==> src/rtl/delay_memory_responder.sv <==
// Memory-side responder for external_memory_if: captures per-sample write/read
// requests and replays them on a word-addressed Avalon-MM master port.
module delay_memory_responder #(
    parameter int unsigned DWIDTH         = 16,
    parameter int unsigned AWIDTH         = 16,
    parameter int unsigned MEM_AWIDTH     = 24,
    parameter logic [MEM_AWIDTH-1:0] BASE_ADDR = '0,
    parameter int unsigned TIMEOUT_CYCLES = 255
) (
    input  logic                  clk_i,
    input  logic                  rstn_i,
    input  logic                  sample_tick_i,
    input  logic                  write_enable_i,
    input  logic [AWIDTH-1:0]     write_address_i,
    input  logic [DWIDTH-1:0]     writedata_i,
    input  logic [AWIDTH-1:0]     read_address_i,
    output logic [DWIDTH-1:0]     readdata_o,
    output logic [MEM_AWIDTH-1:0] avm_address_o,
    output logic                  avm_write_o,
    output logic                  avm_read_o,
    output logic [DWIDTH-1:0]     avm_writedata_o,
    input  logic                  avm_waitrequest_i,
    input  logic [DWIDTH-1:0]     avm_readdata_i,
    input  logic                  avm_readdatavalid_i,
    output logic                  overrun_o,
    output logic                  timeout_o
);

    localparam int unsigned CW = $clog2(TIMEOUT_CYCLES + 1);
    localparam logic [CW-1:0] CNT_LAST = CW'(TIMEOUT_CYCLES - 1);

    typedef enum logic [1:0] {
        IDLE_S,
        WRITE_S,
        READ_S,
        WAIT_S
    } state_t;

    state_t                state, state_d;
    logic [CW-1:0]         cnt;
    logic [AWIDTH-1:0]     wr_addr_q;
    logic [DWIDTH-1:0]     wr_data_q;
    logic [AWIDTH-1:0]     rd_addr_q;

    logic capture, cnt_clr, rd_load, rd_abort, to_set, expired;

    function automatic logic [MEM_AWIDTH-1:0] map_addr(input logic [AWIDTH-1:0] a);
        return BASE_ADDR + MEM_AWIDTH'(a);
    endfunction

    assign expired = (cnt == CNT_LAST);

    always_ff @(posedge clk_i or negedge rstn_i) begin
        if (!rstn_i) begin
            state <= IDLE_S;
        end else begin
            state <= state_d;
        end
    end

    always_comb begin
        state_d         = state;
        capture         = 1'b0;
        cnt_clr         = 1'b0;
        rd_load         = 1'b0;
        rd_abort        = 1'b0;
        to_set          = 1'b0;
        avm_write_o     = 1'b0;
        avm_read_o      = 1'b0;
        avm_address_o   = '0;
        avm_writedata_o = '0;
        case (state)
            IDLE_S: begin
                cnt_clr = 1'b1;
                if (sample_tick_i) begin
                    capture = 1'b1;
                    state_d = write_enable_i ? WRITE_S : READ_S;
                end
            end
            WRITE_S: begin
                avm_write_o     = 1'b1;
                avm_address_o   = map_addr(wr_addr_q);
                avm_writedata_o = wr_data_q;
                if (!avm_waitrequest_i) begin
                    cnt_clr = 1'b1;
                    state_d = READ_S;
                end else if (expired) begin
                    to_set  = 1'b1;
                    state_d = IDLE_S;
                end
            end
            READ_S: begin
                avm_read_o    = 1'b1;
                avm_address_o = map_addr(rd_addr_q);
                if (!avm_waitrequest_i) begin
                    // data may already be valid in the accept cycle
                    if (avm_readdatavalid_i) begin
                        rd_load = 1'b1;
                        state_d = IDLE_S;
                    end else begin
                        cnt_clr = 1'b1;
                        state_d = WAIT_S;
                    end
                end else if (expired) begin
                    to_set   = 1'b1;
                    rd_abort = 1'b1;
                    state_d  = IDLE_S;
                end
            end
            WAIT_S: begin
                if (avm_readdatavalid_i) begin
                    rd_load = 1'b1;
                    state_d = IDLE_S;
                end else if (expired) begin
                    to_set   = 1'b1;
                    rd_abort = 1'b1;
                    state_d  = IDLE_S;
                end
            end
            default: state_d = IDLE_S;
        endcase
    end

    always_ff @(posedge clk_i or negedge rstn_i) begin
        if (!rstn_i) begin
            cnt        <= '0;
            wr_addr_q  <= '0;
            wr_data_q  <= '0;
            rd_addr_q  <= '0;
            readdata_o <= '0;
            overrun_o  <= 1'b0;
            timeout_o  <= 1'b0;
        end else begin
            cnt <= cnt_clr ? '0 : cnt + CW'(1);
            if (capture) begin
                wr_addr_q <= write_address_i;
                wr_data_q <= writedata_i;
                rd_addr_q <= read_address_i;
            end
            // an aborted read mutes the output instead of repeating stale audio
            if (rd_load) begin
                readdata_o <= avm_readdata_i;
            end else if (rd_abort) begin
                readdata_o <= '0;
            end
            if (to_set) begin
                timeout_o <= 1'b1;
            end
            if (sample_tick_i && state != IDLE_S) begin
                overrun_o <= 1'b1;
            end
        end
    end

endmodule

==> config.mk <==
export PLATFORM = sky130hd
export DESIGN_NAME = delay_memory_responder
export DESIGN_NICKNAME = d
export VERILOG_FILES = /design/src/rtl/delay_memory_responder.sv
export SDC_FILE = /design/constraint.sdc
export NUM_CORES = 1
export LEC_CHECK = 0
export CAP_MARGIN = 30
export CELL_PAD_IN_SITES_DETAIL_PLACEMENT = 2
export CELL_PAD_IN_SITES_GLOBAL_PLACEMENT = 2
export CORE_MARGIN = 2
export CORE_UTILIZATION = 28
export CTS_CLUSTER_DIAMETER = 80
export DETAILED_ROUTE_END_ITERATION = 7
export HOLD_SLACK_MARGIN = 0.08
export PLACE_DENSITY = 0.87
export SLEW_MARGIN = 0
export SYNTH_ARGS = -nofsm -noshare
export SYNTH_HDL_FRONTEND = slang
export SYNTH_SLANG_ARGS = --single-unit
==> constraint.sdc <==
create_clock -name clk_i -period 1.94 [get_ports clk_i]
set_input_delay 0.388 -clock clk_i [delete_from_list [all_inputs] [get_ports clk_i]]
set_output_delay 0.388 -clock clk_i [all_outputs]
set_load 0.03 [all_outputs]
---- Word level (Yosys, flattened, before mapping) ----
Index checks and enable logic that the tools add are counted.
storage, ports and cells
  register bits ........................... 76
  input bits .............................. 70
  output and inout port bits .............. 60
  word-level logic and storage cells ...... 48
operators by class
  $add $sub $neg .......................... 1
  eq/ne operators ......................... 5
  mux-type cells .......................... 29
  reductions and logical operators ........ 5
operators by type and width
  operator                                                               number
  16-bit 2-to-1 mux                                                      3
  16-bit case mux with 2 select lines                                    1
  2-bit 2-to-1 mux                                                       7
  1-bit 2-to-1 mux                                                       12
  8-bit by 1-bit adder with 8-bit output, second input constant          1
  8-bit equality test, second input constant                             1
  8-bit 2-to-1 mux                                                       1
  2-bit case mux with 4 select lines                                     1
  1-bit case mux with 2 select lines                                     3
  2-bit equality test, second input constant                             2
  2-bit nonzero test                                                     2
  1-bit case mux with 3 select lines                                     1
  2-bit by 1-bit equality test with 1-bit output, second input constant  1
  2-bit zero test                                                        1
  2-bit inequality test, second input constant                           1
  2-bit OR reduction                                                     1
  1-bit logical AND                                                      1

---- Longest topological paths before layout ----
Gate-level depths: netlist of the first run.
  depth after elaboration ................. 6
  depth in mapped cells ................... 8
  gate-level depth less buffers ........... 6

---- Worst setup path before layout of the first run ----
No wires, ideal clock.
  kind .................................... reg2out
  start point ............................. reg state[1]
  end point ............................... out avm_address_o[15]
  arrival time ............................ 1.926 ns
  data required time ...................... 1.552 ns
  setup slack ............................. -0.374 ns
  stages on the path, launching flop included .. 7
  buffers on the path ..................... 2
  cell sequence ........................... dfrtp_1 inv_1 ha_1 clkbuf_1 clkbuf_1 a22oi_1 nor2b_1
between the ends
  longest elaborated chain between the ends .. 2
  elaborated cells between the ends (all ways) .. 3
  classes of those cells .................. eq/ne (2); mux (1)
ends and longest elaborated chain
  item                                                                                          RTL line  source
  start, declared                                                                               39        state_t state, state_d;
  start signal, assigned                                                                        57        state <= state_d;
  2-bit equality test / 2-bit by 1-bit equality test with 1-bit output (equally long branches)  72        case (state)
  16-bit case mux with 2 select lines *                                                         72
  end, declared                                                                                 18        output logic [MEM_AWIDTH-1:0] avm_address_o,
Mark *: on every way between the ends. The rest lies on a longest branch, timed or not.

---- Worst setup path after layout of the first run ----
  start point ............................. reg state[0]
  end point ............................... out avm_address_o[10]
The elaborated chain is that of the path after synthesis.

==> results.yml, run 1 <==
setup_path:
  crit-reg2reg-launch: "state[1]$_DFFE_PN0P_"
  worst-path-buf-inv: 3
  worstSetupStartpointType: "flip-flop"
  cp_cell_sequence: "inv_2 -> ha_4 -> buf_4 -> a22oi_2 -> nor2b_2 -> buf_12"
  crit_slowest_cell: "dfrtp_1"
  critPathTopFamily: "buffers and inverters"
  r2r-end: "state[1]$_DFFE_PN0P_"
  cpPeakStageDelay_ps: 400
  cp_max_fo: 4
  crit_start: "state[0]$_DFFE_PN0P_"
  cp-end-kind: "output port"
  worst-r2r-cell-count: 8
  reg2reg_slack_ps: 130
  cp_data_arrival_time_ps: 1640
  required_ps: 1550
  worstSetupPathType: "flip-flop to output port"
  worstSetupEndpoint: "avm_address_o[10]"
  cp.depth: 6
placed_design:
  io_buffers: 121
  routabilityCongestion: 0.682
  hpwl_mm: 7.48
sta:
  post-route-worst-setup-slack_ps: -88.5
  setup_viol: 24
  tns_ps: -788
  period_share_pct: 105
  rsz0062_at_grt: "true"
  holdWs_ps: 485
  skew_ps: 5.03
  finalHoldViolCount: 0
  finalMaxSlewViolations: 0
  max_freq_mhz: 493
  layout_min_cycle_time_ps: 2030
drt:
  drc: 0
  vias_per_cell: 4.74
  wl_mm: 11.0
  dr.pass1.iters: 4
  antenna_left: 0
  via_count: 2689
  detail_route.iter0.violations: 85
  wl_per_cell_um: 19.3
clock_tree:
  clk_pin_slew_ps: 60
  cts_tree: "done"
  clk_path_buf_depth: 2
  cts_root_buf: "clkbuf_16"
  cts_sinks: 76
  insertion_delay_ps: 330
  htree_levels: 3
  cts_made_buffers: 9
power:
  clkPwrFrac_pct: 20.4
  pwr-share-comb_pct: 49.8
  p_leak_uw: 0.00240
  cellPowerDensity_nw_per_um2: 1700
  swShare_pct: 36.3
  pwr-share-seq_pct: 29.8
  internal_power_uw: 6000
  peakVddDrop_mv: 0.621
  power_switching_uw: 3420
grt:
  track_usage_pct: 17.2
  grt.overflow.total: 0
  grt_pass1_wl_mm: 17.1
  grt_pass1_vias: 3100
  antenna_found_initial: 0
  grt_max_degree: 38
min_path:
  hold_class: "flip-flop to flip-flop"
yosys:
  synth_warnings: 0
  synth.yosys.seq_area_share_pct: 55.0
  ys.flop_type: "dfrtp_1"
  synth.area.mux_share_pct: 15.6
  syn_inst: 271
  postSynth.asyncResetShare_pct: 100
  synth_top_family_by_area: "multiplexers"
  syn-cell-area_um2: 3460
  synth-compound-area-share_pct: 10.8
  ys_ff_latch: 76
  synthAdderAreaFrac_pct: 2.17
  synth-xor-area-share_pct: 1.52
  avgSynthCellArea_um2: 12.8
  yosys.cell_types.count: 35
  synth-simple-area-share_pct: 10.1
  synth-edff-count: 0
final_layout:
  nNetsFinal: 491
  num_antenna_cells: 0
  layout-drive-gt1-share_pct: 41.4
  area_growth_pct: 60.4
run_status:
  violations: "negative setup slack"
  outcome: "finished with violations"
die:
  dieArea_um2: 13300
  core_area_um2: 12000
  ios: 130
  fp.dieH_um: 115
  start_util_pct: 28.8
  die_x_um: 115
  fp-row-count: 40
run:
  maxCapViolCount: 0
## sequential cells by signal, indices dropped and copies added (netlist names)
register and cells:
state 2, cnt 8, timeout_o 1, wr_addr_q 16, readdata_o 16, rd_addr_q 16
overrun_o 1, wr_data_q 16
## area by class of cell
cell class              count  area (um^2)
flip-flops and latches     76         1900
repair buffers            149         1510
inverters                   5         18.8
clock inverters             6          111
well taps                 147          184
clock buffers              10          229
fillers                  1192         6470
multi-input cells         174         1590
## placed cells by master, fill, tap and decap left out, types with 3 or more instances in the layout
cell type / netlist / layout
clkdlybuf4s50_1: 0 / 86
dfrtp_1: 76 / 76
mux2_2: 48 / 48
buf_4: 9 / 36
a22oi_2: 0 / 16
and2_1: 16 / 16
buf_6: 2 / 16
nor2b_2: 0 / 13
a22o_1: 10 / 10
nor2_1: 9 / 9
clkbuf_16: 0 / 9
conb_1: 1 / 8
buf_12: 0 / 8
a22o_2: 6 / 6
xor2_1: 5 / 5
nor2b_1: 19 / 4
inv_1: 5 / 3
nand2_1: 4 / 3
nand3_1: 3 / 3
a21oi_1: 3 / 3
ha_4: 0 / 3
ha_1: 6 / 3
bufinv_16: 0 / 3
## synth_stat cells, types with 2 or more instances
cell type / number / area, um^2
o21a_1: 2 / 15.0
nor2_1: 9 / 33.8
dfrtp_1: 76 / 1900
nand3_1: 3 / 15.0
buf_4: 9 / 67.6
a22oi_1: 16 / 120
mux2_2: 48 / 541
nand4_1: 2 / 12.5
a21oi_1: 3 / 15.0
a22o_2: 6 / 60.1
clkbuf_1: 7 / 26.3
ha_1: 6 / 75.1
a22o_1: 10 / 87.6
nor2b_1: 19 / 119
xor2_1: 5 / 43.8
o21ai_0: 2 / 10.0
buf_2: 5 / 25.0
inv_1: 5 / 18.8
buf_6: 2 / 22.5
and4_4: 2 / 22.5
and2_1: 16 / 100
o31ai_1: 2 / 15.0
nand2_1: 4 / 15.0
## worst min path at each step
stage	depth (start not counted)	startpoint	slack, ps	endpoint
floorplan	0	rstn_i	90	cnt[0]$_DFF_PN0_
global placement	1	rstn_i	360	overrun_o$_DFFE_PN0P_
detailed placement	1	rstn_i	370	wr_addr_q[4]$_DFFE_PN0P_
CTS	1	overrun_o$_DFFE_PN0P_	470	overrun_o$_DFFE_PN0P_
global route	1	overrun_o$_DFFE_PN0P_	510	overrun_o$_DFFE_PN0P_
finish	1	overrun_o$_DFFE_PN0P_	480	overrun_o$_DFFE_PN0P_
## through the flow
stage / setup slack [ps] / utilization, % / total power, uW / cells / instance area (um^2)
after floorplan: 31.7 / - / 5230 / 278 / 3550
final: -88.5 / 46.2 / 9420 / 567 / 5550
after global placement: 60.3 / 40.6 / 6610 / 536 / 4870
after detailed placement: 11.3 / 40.6 / 6840 / 536 / 4870
after global routing: -140 / 46.2 / 9920 / 567 / 5550
after CTS: -102 / 45.2 / 9290 / 562 / 5430
## timing repair
| action | 4_1_cts | 5_1_grt |
|---|---|---|
| gates resized for setup | 29 | 16 |
| setup endpoints to repair | 32 | 48 |
| endpoints found under the hold margin | 29 | 0 |
| pin swaps | 7 | 4 |
| buffers inserted | 9 | 5 |
| hold buffers | 1 | 0 |
## cell families after synthesis
kind of cell,after synthesis
muxes,48
and+or+nand+nor,60
DFF,76
AOI/OAI and AO/OA,46
adders and majority gates,6
buffers and inverters,28
xor gates and xnor gates,6
other,1
## worst register-to-register path: cells and delay by family (launching register included)
kind	cells	cell delay (ps)
buffers and inverters	3	420
DFF	1	410
AOI/OAI and AO/OA	3	390
and+or+nand+nor	1	290
adders and majority gates	1	190
## power groups by stage
stage	logic, uW	clock network (uW)	registers [uW]
3_5_place_dp	4100	0	2740
4_1_cts	4520	1970	2800
2_1_floorplan	2300	0	2930
6_report	4690	1920	2800
5_1_grt	5000	2030	2890
3_3_place_gp	3920	0	2690
## routing by layer
| metal | global-route usage [%] | vias to the layer above | wire length (um) |
|---|---|---|---|
| li1 | - | 1225 | - |
| met5 | 0 | - | 0 |
| met2 | 32.4 | 90 | 5980 |
| met3 | 5.01 | 8 | 608 |
| met1 | 19.1 | 1366 | 4280 |
| met4 | 3.86 | 0 | 91 |
Power figures use the tool's default switching activity.
==> inputs of run 2 (changes only) <==
- CELL_PAD_IN_SITES_DETAIL_PLACEMENT: 2 -> default
- CELL_PAD_IN_SITES_GLOBAL_PLACEMENT: 2 -> default
- CORE_UTILIZATION: 28 -> 44
==> run 2 against run 1 <==
Against the previous run:
- the run still ends with negative setup slack left
- sequential power barely moved
- via count fell by 1.5%
- fmax rose by 2.0%
- clock-buffer cell count rose by 2
- cell area fell by 4.6%
- largest cell class unchanged
==> results.yml, run 2 (synthesis gave the netlist of run 1 again) <==
sta:
  finalMaxSlewViolations: 0
  period_share_pct: 103
  worst_pin_slew_ps: 550
  max_freq_mhz: 503
  finalHoldViolCount: 0
  skew_ps: 12.4
  post-route-worst-setup-slack_ps: -49.3
  tns_ps: -504
  layout_min_cycle_time_ps: 1990
  setup_viol: 29
  rsz0062_at_grt: "true"
  relSlewSlack_pct: 63.3
power:
  cellPowerDensity_nw_per_um2: 1600
  p_leak_uw: 0.00229
  peakVddDrop_mv: 0.704
die:
  start_util_pct: 45.0
  fp.dieH_um: 92.6
  dieArea_um2: 8580
  core_area_um2: 7690
  ios: 130
  fp-row-count: 32
  die_x_um: 92.6
clock_tree:
  cts_made_buffers: 9
  clk_path_buf_depth: 2
  cts_root_buf: "clkbuf_8"
  cts_sinks: 76
  htree_levels: 3
  clk_pin_slew_ps: 70
  cts_tree: "done"
  insertion_delay_ps: 350
drt:
  vias_per_cell: 5.16
  detail_route.iter0.violations: 172
  wl_mm: 8.59
  drc: 0
  antenna_left: 0
  wl_per_cell_um: 16.7
  dr.pass1.iters: 6
  via_count: 2648
grt:
  grt_max_degree: 43
  track_usage_pct: 21.1
  grt_use_met3_pct: 4.88
  grt_use_met2_pct: 35.6
  grtUsageMet1_pct: 25.9
  antenna_found_initial: 0
  grt_pass1_vias: 2763
  grt_pass1_wl_mm: 13.8
  grt.overflow.total: 0
  top_usage_layer: "met2"
final_layout:
  final_cell_mix: "clkdlybuf4s50_1, dfrtp_1, mux2_2"
  mostFrequentLayoutCell: "clkdlybuf4s50_1"
  fin_util_pct: 68.8
  num_antenna_cells: 0
  nNetsFinal: 482
  area_growth_pct: 53.0
  layout-drive-gt1-share_pct: 41.1
min_path:
  min_delay_path_depth: 1
  hold_class: "flip-flop to flip-flop"
placed_design:
  hpwl_mm: 5.79
  routabilityCongestion: 0.805
  io_buffers: 121
setup_path:
  worstSetupStartpointType: "flip-flop"
  worstSetupPathType: "flip-flop to output port"
  worst-r2r-cell-count: 7
  reg2reg_slack_ps: 90
  required_ps: 1550
  cp_max_fo: 9
  cp-end-kind: "output port"
  cp_data_arrival_time_ps: 1600
run:
  maxCapViolCount: 0
run_status:
  outcome: "finished with violations"
  violations: "negative setup slack"
## run 2: cell types whose count changed in the layout (fill, tap and decap cells not counted), sizes merged
| cell | previous run | this run |
|---|---|---|
| buf | 62 | 53 |
| bufinv | 3 | 1 |
| clkbuf | 10 | 12 |
| clkinv | 1 | 2 |
| inv | 6 | 5 |
## run 2: worst paths after layout
path,from,to
setup reg to reg,state[0]$_DFFE_PN0P_,readdata_o[8]$_DFFE_PN0P_
min in group asynchronous,rstn_i,readdata_o[15]$_DFFE_PN0P_
hold reg to reg,overrun_o$_DFFE_PN0P_,overrun_o$_DFFE_PN0P_
setup / recovery,state[0]$_DFFE_PN0P_,avm_address_o[13]
hold / removal,overrun_o$_DFFE_PN0P_,overrun_o$_DFFE_PN0P_
max in group asynchronous,rstn_i,wr_data_q[10]$_DFFE_PN0P_
## run 2: layout make-up
type	count	area, um^2
clock buffer	12	155
clock inverter	4	47.5
fill	585	2400
inverter	5	18.8
multi-input combinational	174	1590
sequential	76	1900
tap	102	128
timing repair buffer	140	1450
## run 2: power by group
part / internal [uW] / switching [uW] / total, uW
Combinational: 2330 / 2120 / 4450
Sequential: 2310 / 483 / 2790
Clock: 661 / 568 / 1230
Total: 5300 / 3170 / 8470
## run 2: metrics by stage
step                worst slack, ps  hold WS, ps  area [um^2]  instances  power (uW)
floorplan                      31.7         92.4         3550        278        5230
global placement               99.2          407         4780        487        6500
detailed placement             32.3          413         4780        487        6630
CTS                           -42.1          465         5250        511        8420
global route                   -118          494         5290        513        8940
finish                        -49.3          459         5290        513        8470
## run 2: critical path: stages (launching register included)
cell and delay (ps):
dfrtp_1 430, buf_6 140, ha_4 180, buf_12 150
a22oi_2 160, nor2b_2 70, buf_6 140
## run 2: per-layer routing
metal | wire (um) | vias up
li1 | - | 1210
met1 | 3450 | 1355
met2 | 4510 | 71
met3 | 460 | 12
met4 | 169 | 0
met5 | 0 | -
## run 2: repair_timing
action / in CTS / in global routing
resized for setup: 42 / 8
endpoints found under the setup margin: 33 / 34
pin swaps: 4 / 8
buffers inserted: 7 / 2
hold buffers: 1 / 0
hold endpoints to repair: 40 / 0
==> inputs of run 3 (changes only) <==
- MAX_ROUTING_LAYER: default -> met4
==> run 3 against run 2 <==
Against the previous run:
- the flow still finishes with violations (negative setup slack)
- critical endpoint is now avm_address_o[12]
- setup slack better by 7.1 ps
- die area stayed put
- critical path type unchanged
- worst hold slack worse by 1.7 ps
- global-route usage is 0.65 points higher
- combinational power hardly changed
- highest routed layer unchanged
- clock power hardly changed
- sequential share of layout area stayed put
- largest power group unchanged
- critical path depth stayed put
- cell area stayed put
==> results.yml, run 3 (synthesis gave the netlist of run 1 again) <==
setup_path:
  critPathTopFamily: "flip-flops"
  cp_data_arrival_time_ps: 1590
  cp_cell_sequence: "inv_2 -> ha_4 -> buf_12 -> a22oi_2 -> nor2b_2 -> buf_12"
  required_ps: 1550
  worstSetupPathType: "flip-flop to output port"
  crit_slowest_cell: "dfrtp_1"
  worst-path-buf-inv: 3
  cpPeakStageDelay_ps: 420
  cp-end-kind: "output port"
  cp_max_fo: 11
  path_common_cell: "buf_12"
  worstSetupStartpointType: "flip-flop"
sta:
  rsz0062_at_grt: "true"
  max_freq_mhz: 504
  holdWs_ps: 458
  skew_ps: 13.8
  worst_pin_slew_ps: 567
  layout_min_cycle_time_ps: 1980
  finalMaxSlewViolations: 0
  post-route-worst-setup-slack_ps: -42.2
  finalHoldViolCount: 0
  setup_viol: 19
  period_share_pct: 102
  relSlewSlack_pct: 62.2
placed_design:
  hpwl_mm: 5.79
  io_buffers: 121
  placed_cells: 487
  routabilityCongestion: 0.817
die:
  start_util_pct: 45.0
  fp-row-count: 32
  fp.dieH_um: 92.6
  die_x_um: 92.6
  ios: 130
  core_area_um2: 7690
  dieArea_um2: 8580
clock_tree:
  cts_root_buf: "clkbuf_8"
  insertion_delay_ps: 350
  clk_path_buf_depth: 2
  cts_made_buffers: 9
  cts_sinks: 76
  htree_levels: 3
  clk_pin_slew_ps: 70
  cts_tree: "done"
power:
  peakVddDrop_mv: 0.704
  cellPowerDensity_nw_per_um2: 1600
  power.total_uw: 8470
  p_leak_uw: 0.00229
final_layout:
  num_antenna_cells: 0
  fin_util_pct: 68.8
  final_cell_mix: "clkdlybuf4s50_1, dfrtp_1, mux2_2"
  layoutNonFillerInstCount: 513
  area_growth_pct: 53.0
  layout-drive-gt1-share_pct: 41.1
  mostFrequentLayoutCell: "clkdlybuf4s50_1"
  fillers: 585
  nNetsFinal: 482
drt:
  drc: 0
  antenna_left: 0
  wl_mm: 8.58
  vias_per_cell: 5.16
  wl_per_cell_um: 16.7
  via_count: 2647
  detail_route.iter0.violations: 184
  dr.pass1.iters: 4
grt:
  track_usage_pct: 21.8
  antenna_found_initial: 0
  grt_max_degree: 43
  grt_pass1_wl_mm: 13.8
  grt_pass1_vias: 2760
  grt.overflow.total: 0
run_status:
  outcome: "finished with violations"
  violations: "negative setup slack"
min_path:
  hold_class: "flip-flop to flip-flop"
run:
  maxCapViolCount: 0
## run 3: what timing repair did
action                     4_1_cts  5_1_grt
gates resized for setup         42        8
setup buffers                    7        2
pin swaps                        4        8
hold endpoints to repair        40        0
hold buffers                     1        0
setup endpoints to repair       33       34
## run 3: worst paths after layout
kind                                  startpoint                    endpoint  slack, ps  depth (start not counted)
setup / recovery            state[0]$_DFFE_PN0P_           avm_address_o[12]        -40                          6
hold / removal             overrun_o$_DFFE_PN0P_       overrun_o$_DFFE_PN0P_        460                          1
setup reg to reg            state[0]$_DFFE_PN0P_   readdata_o[8]$_DFFE_PN0P_        100                          7
hold reg to reg            overrun_o$_DFFE_PN0P_       overrun_o$_DFFE_PN0P_        460                          1
max in group asynchronous                 rstn_i   wr_data_q[13]$_DFFE_PN0P_        740                          3
min in group asynchronous                 rstn_i  readdata_o[11]$_DFFE_PN0P_        600                          2
## run 3: final cells by class
| class | instances | area (um^2) | area share (%) |
|---|---|---|---|
| Sequential cell | 76 | 1900 | 36.0 |
| Multi-Input combinational cell | 174 | 1590 | 30.0 |
| Timing Repair Buffer | 140 | 1450 | 27.4 |
| Clock buffer | 12 | 155 | 2.93 |
| Tap cell | 102 | 128 | 2.41 |
| Clock inverter | 4 | 47.5 | 0.899 |
| Inverter | 5 | 18.8 | 0.355 |
## run 3: report_power, final
group	switching, uW	leakage (uW)	internal (uW)
Combinational	2120	0.00127	2330
Clock	569	0.000102	661
Sequential	483	0.000914	2310
Total	3170	0.00229	5300
## run 3: metrics by stage
stage                     worst slack (ps)  area, um^2  setup TNS [ps]
after global routing                  -121        5290           -2660
after global placement                99.2        4780               0
after detailed placement              32.3        4780               0
after CTS                            -42.1        5250            -471
final                                -42.2        5290            -307
after floorplan                       31.7        3550               0
## run 3: worst register-to-register path, delay by kind of cell (launching register included)
| kind | cells | cell delay, ps |
|---|---|---|
| DFF | 1 | 410 |
| AOI/OAI and AO/OA | 3 | 810 |
| buffers and inverters | 3 | 380 |
| adders and majority gates | 1 | 190 |
## run 3: metal layers
layer	track usage, %	part of all wire, %
met1	26.6	41
met2	35.2	53
met4	9.56	1.6
met3	4.48	4.7
met5	-	0
